<file path="src/rtl/reg_demux32_bank_pkg.sv">
// reg_demux32_bank_pkg: shared sizing constants for the register bank write side.
package reg_demux32_bank_pkg;
  localparam int WORD_LENGTH = 32;
  localparam int REG_COUNT   = 32;
  localparam int REG_SEL_W   = 5;
endpackage

</file>
<file path="src/rtl/reg_demux32_bank_decoder5to32.sv">
// reg_demux32_bank_decoder5to32: 5-bit select plus enable to 32-bit one-hot.
module reg_demux32_bank_decoder5to32
  import reg_demux32_bank_pkg::*;
(
  input  logic [REG_SEL_W-1:0] sel,
  input  logic                 en,
  output logic [REG_COUNT-1:0] onehot
);
  assign onehot = en ? REG_COUNT'(1) << sel : '0;
endmodule

</file>
<file path="src/rtl/reg_demux32_bank.sv">
// reg_demux32_bank: 32-entry register array write side with a per-register busy scoreboard.
module reg_demux32_bank
  import reg_demux32_bank_pkg::*;
#(
  parameter int n        = WORD_LENGTH,
  parameter bit ZERO_REG = 1'b1
) (
  input  logic                 clk,
  input  logic                 reset_n,
  input  logic                 wr_valid,
  output logic                 wr_ready,
  input  logic [REG_SEL_W-1:0] wr_sel,
  input  logic [n-1:0]         wr_data,
  input  logic                 rsv_valid,
  input  logic [REG_SEL_W-1:0] rsv_sel,
  output logic [n-1:0]         regs [REG_COUNT-1:0],
  output logic [REG_COUNT-1:0] busy
);
  logic [REG_COUNT-1:0][n-1:0] q;
  logic [REG_COUNT-1:0]        we_raw, set_raw, we, set, keep;
  reg_demux32_bank_decoder5to32 u_wr_dec (.sel(wr_sel), .en(wr_valid && wr_ready), .onehot(we_raw));
  reg_demux32_bank_decoder5to32 u_rsv_dec (.sel(rsv_sel), .en(rsv_valid), .onehot(set_raw));
  // With a hardwired zero register, entry 0 is never written or reserved, so it stays at its reset value.
  assign keep = ZERO_REG ? ~REG_COUNT'(1) : '1;
  assign we   = we_raw & keep;
  assign set  = set_raw & keep;
  always_ff @(posedge clk or negedge reset_n)
    if (!reset_n) begin
      q        <= '0;
      busy     <= '0;
      wr_ready <= 1'b0;
    end else begin
      wr_ready <= 1'b1;
      busy     <= (busy & ~we) | set;
      for (int i = 0; i < REG_COUNT; i++)
        if (we[i]) q[i] <= wr_data;
    end
  always_comb
    for (int i = 0; i < REG_COUNT; i++) regs[i] = q[i];
endmodule
</file>
<file path="config.mk">
export PLATFORM = sky130hd
export DESIGN_NAME = reg_demux32_bank
export DESIGN_NICKNAME = d
export VERILOG_FILES = /design/src/rtl/reg_demux32_bank_pkg.sv /design/src/rtl/reg_demux32_bank_decoder5to32.sv /design/src/rtl/reg_demux32_bank.sv
export SDC_FILE = /design/constraint.sdc
export NUM_CORES = 1
export LEC_CHECK = 0
export CELL_PAD_IN_SITES_DETAIL_PLACEMENT = 0
export CELL_PAD_IN_SITES_GLOBAL_PLACEMENT = 1
export CORE_AREA = 2 2 425 427
export DETAILED_ROUTE_END_ITERATION = 16
export DIE_AREA = 0 0 427 429
export GPL_TIMING_DRIVEN = 0
export PLACE_DENSITY = 0.58
export RECOVER_POWER = 100
export SLEW_MARGIN = 0
export SYNTH_ARGS = -nofsm -noshare
export SYNTH_HDL_FRONTEND = slang
export SYNTH_SLANG_ARGS = --single-unit
export TNS_END_PERCENT = 30
</file>
<file path="constraint.sdc">
create_clock -name clk -period 5.33 [get_ports clk]
set_input_delay 1.599 -clock clk [delete_from_list [all_inputs] [get_ports clk]]
set_output_delay 1.599 -clock clk [all_outputs]
set_load 0.03 [all_outputs]
</file>
==> impl_metrics.env <==
export IMPL_cts_max_path_buffers=3
export IMPL_gp_congestion=0.809
export IMPL_grt_setup_unrepaired="no"
export IMPL_synth_edf_count=0
export IMPL_drive_gt1_share_pct=32.9
export IMPL_clkPwrFrac_pct=36.4
export IMPL_layout_commonest_cell="dlygate4sd3_1"
export IMPL_setup_worst_path_start_class="primary input"
export IMPL_syn_to_final_growth_pct=45.7
export IMPL_cts_resized_gates=0
export IMPL_cts_setup_buffers=0
export IMPL_numPortBuffers=1064
export IMPL_hold_path_class="reg2reg"
export IMPL_fmax_ghz=0.220
export IMPL_cts_sinks=1024
export IMPL_maxSlewHeadroom_pct=-53.8
export IMPL_grt_pass1_vias=26000
export IMPL_crit_path_frequent_cell="clkbuf_1"
export IMPL_die_area_mm2=0.183
export IMPL_crit_type="in2reg"
export IMPL_violations="max-capacitance violations, max-slew violations"
export IMPL_hold_viol_final=0
export IMPL_maxSlewViolCount=167
export IMPL_p_int_uw=16100
export IMPL_p_per_area_mw_per_mm2=421
export IMPL_slowest_stage="nor3_1"
export IMPL_cp_num_buf_inv=4
export IMPL_grt_usage_pct=19.0
export IMPL_p_sw_share_pct=32.7
export IMPL_htree_levels=3
export IMPL_fillerInstances=17900
export IMPL_status="finished with violations"
export IMPL_path_max_fanout=10
export IMPL_grt_pass1_wl_mm=237
export IMPL_drt_iter0_drc=1275
export IMPL_arrival_ps=5170
export IMPL_path_clk_slew_ps=60
export IMPL_yosysWarnings=0
export IMPL_ant_nets=0
export IMPL_final_cell_mix="dlygate4sd3_1, dfrtp_1, mux2_2"
export IMPL_ctsHoldBuffers=0
export IMPL_dp_hpwl_mm=133
export IMPL_dp_cells=5842
export IMPL_period_minus_slack_ps=4550
export IMPL_cts_buffers=121
export IMPL_final_cells=6082
export IMPL_grt_max_degree=160
export IMPL_die_x_um=427
export IMPL_cpLargestDelayFamily="buffers and inverters"
export IMPL_required_ps=5960
export IMPL_synthCells=2382
export IMPL_cp_end_kind="register"
export IMPL_p_switching_uw=7810
export IMPL_timing_worst_slew_pin_value_ps=2310
export IMPL_synth_cell_types=38
export IMPL_irDropWorstVdd_v=0.000294
export IMPL_syn_area_mm2=0.0390
export IMPL_fin_crit_sh_pct=85.3
export IMPL_die_y_um=429
export IMPL_fin_nets=3656
export IMPL_start_util_pct=21.9
export IMPL_viasPerCell=4.20
export IMPL_post_drt_wl_per_cell_um=29.1
export IMPL_power_leakage_uw=0.0281
export IMPL_firstDrtPassIters=4
export IMPL_ys_seq_elements=1024
export IMPL_seqPwrFrac_pct=38.9
export IMPL_p_comb_share_pct=24.7
export IMPL_setup_violations=0
export IMPL_core_rowCount=155
export IMPL_synth_avg_cell_area_um2=16.4
export IMPL_cts_tree="built"
export IMPL_synthArstFlopShare_pct=100
export IMPL_synth_top_flop_cell="dfrtp_1"
export IMPL_yosysSeqAreaShare_pct=65.8
export IMPL_holdWs_ps=480
export IMPL_num_vias=25500
export IMPL_slowest_delay_ps=1010
export IMPL_worst_r2r_setup_slack_ps=1840
export IMPL_maxCapViolations=3
export IMPL_worstSkewPairLatency_ps=760
export IMPL_root_buffer="clkbuf_16"
export IMPL_tns_ps=0
export IMPL_io_pins=1103
export IMPL_grt_overflow=0
export IMPL_crit_chain="dlygate4sd3_1, clkbuf_1, nand4b_1, nor3_1, clkbuf_1, buf_2, mux2_2"
export IMPL_antenna_found_initial=33
export IMPL_wl_mm=177
export IMPL_core_mm2=0.178
export IMPL_fin_worst_skew_ps=28.4
export IMPL_drc_errors=0
power groups by stage:
stage | combinational (uW) | clock, uW | sequential, uW
finish | 5910 | 8700 | 9310
global route | 6120 | 9280 | 9450
CTS | 6430 | 8970 | 9370
global placement | 6370 | 0 | 9560
floorplan | 1070 | 0 | 11500
detailed placement | 6410 | 0 | 9500
sequential cells by signal (all words and copies together), names as in the netlist:
name / cells
regs: 992
busy: 31
wr_ready: 1
through the flow:
stage / util (%) / cell area (um^2) / total power, uW / setup slack [ps]
2_1_floorplan: - / 39100 / 12600 / 2170
3_3_place_gp: 29.6 / 52700 / 15900 / -47580
3_5_place_dp: 29.7 / 52900 / 15900 / 427
4_1_cts: 32.1 / 57100 / 24800 / 1290
5_1_grt: 31.9 / 56800 / 24800 / 618
6_report: 31.9 / 56800 / 23900 / 783
layer usage:
layer,track usage [%],vias to the layer above,share of wire (%)
met5,0,-,0.022
met4,6.39,6,3.6
met3,4.28,229,5.3
met2,33.5,782,52
met1,22.4,13700,39
li1,-,10800,-
cells in the mapped netlist, types with 3 or more instances:
cell type	n	area, um^2
nand2b_1	4	25.0
mux2_4	33	495
o2bb2ai_1	6	52.6
and3_1	5	31.3
mux2_1	4	45.0
nor2_1	10	37.5
a32o_1	4	40.0
mux2_2	955	10800
dfrtp_1	1024	25600
nand4b_1	4	35.0
buf_2	93	465
nor3_2	7	70.1
clkbuf_1	107	402
o21ai_0	7	35.0
nand4_1	3	18.8
o32ai_1	3	26.3
buf_4	33	248
buf_6	8	90.1
nand3_1	9	45.0
nor2b_1	5	31.3
nand2_1	8	30.0
a22o_1	8	70.1
inv_1	15	56.3
o22ai_1	5	31.3
nand3b_1	3	22.5
cells by family (layout without fill, tap and decap cells):
| kind of cell | count (synthesis) | after routing | synth area share [%] |
|---|---|---|---|
| buf+inv | 256 | 1554 | 3.24 |
| mux | 992 | 992 | 29.0 |
| compound gates | 35 | 35 | 0.694 |
| simple gates | 73 | 73 | 1.31 |
| flops | 1024 | 1024 | 65.8 |
| other cells | 2 | 49 | 0.0193 |
layout make-up:
cell class / count / area, um^2 / area share, %
Antenna cell: 15 / 37.5 / 0.0661
Buffer: 241 / 1060 / 1.86
Clock buffer: 186 / 3670 / 6.47
Clock inverter: 39 / 509 / 0.897
Inverter: 15 / 56.3 / 0.0992
Multi-Input combinational cell: 1134 / 12100 / 21.2
Sequential cell: 1024 / 25600 / 45.1
Tap cell: 2355 / 2950 / 5.19
Timing Repair Buffer: 1073 / 10800 / 19.1
worst paths after layout:
kind                       cells after the start             startpoint                     to
max reg2reg                                    6     wr_ready$_DFF_PN0_  regs[642]$_DFFE_PN0P_
max in group asynchronous                      2                reset_n  regs[267]$_DFFE_PN0P_
min reg2reg                                    1  regs[748]$_DFFE_PN0P_  regs[748]$_DFFE_PN0P_
max                                            7               wr_valid  regs[642]$_DFFE_PN0P_
min                                            1  regs[748]$_DFFE_PN0P_  regs[748]$_DFFE_PN0P_
min in group asynchronous                      1                reset_n  regs[208]$_DFFE_PN0P_
(Power assumes the default switching activity.)
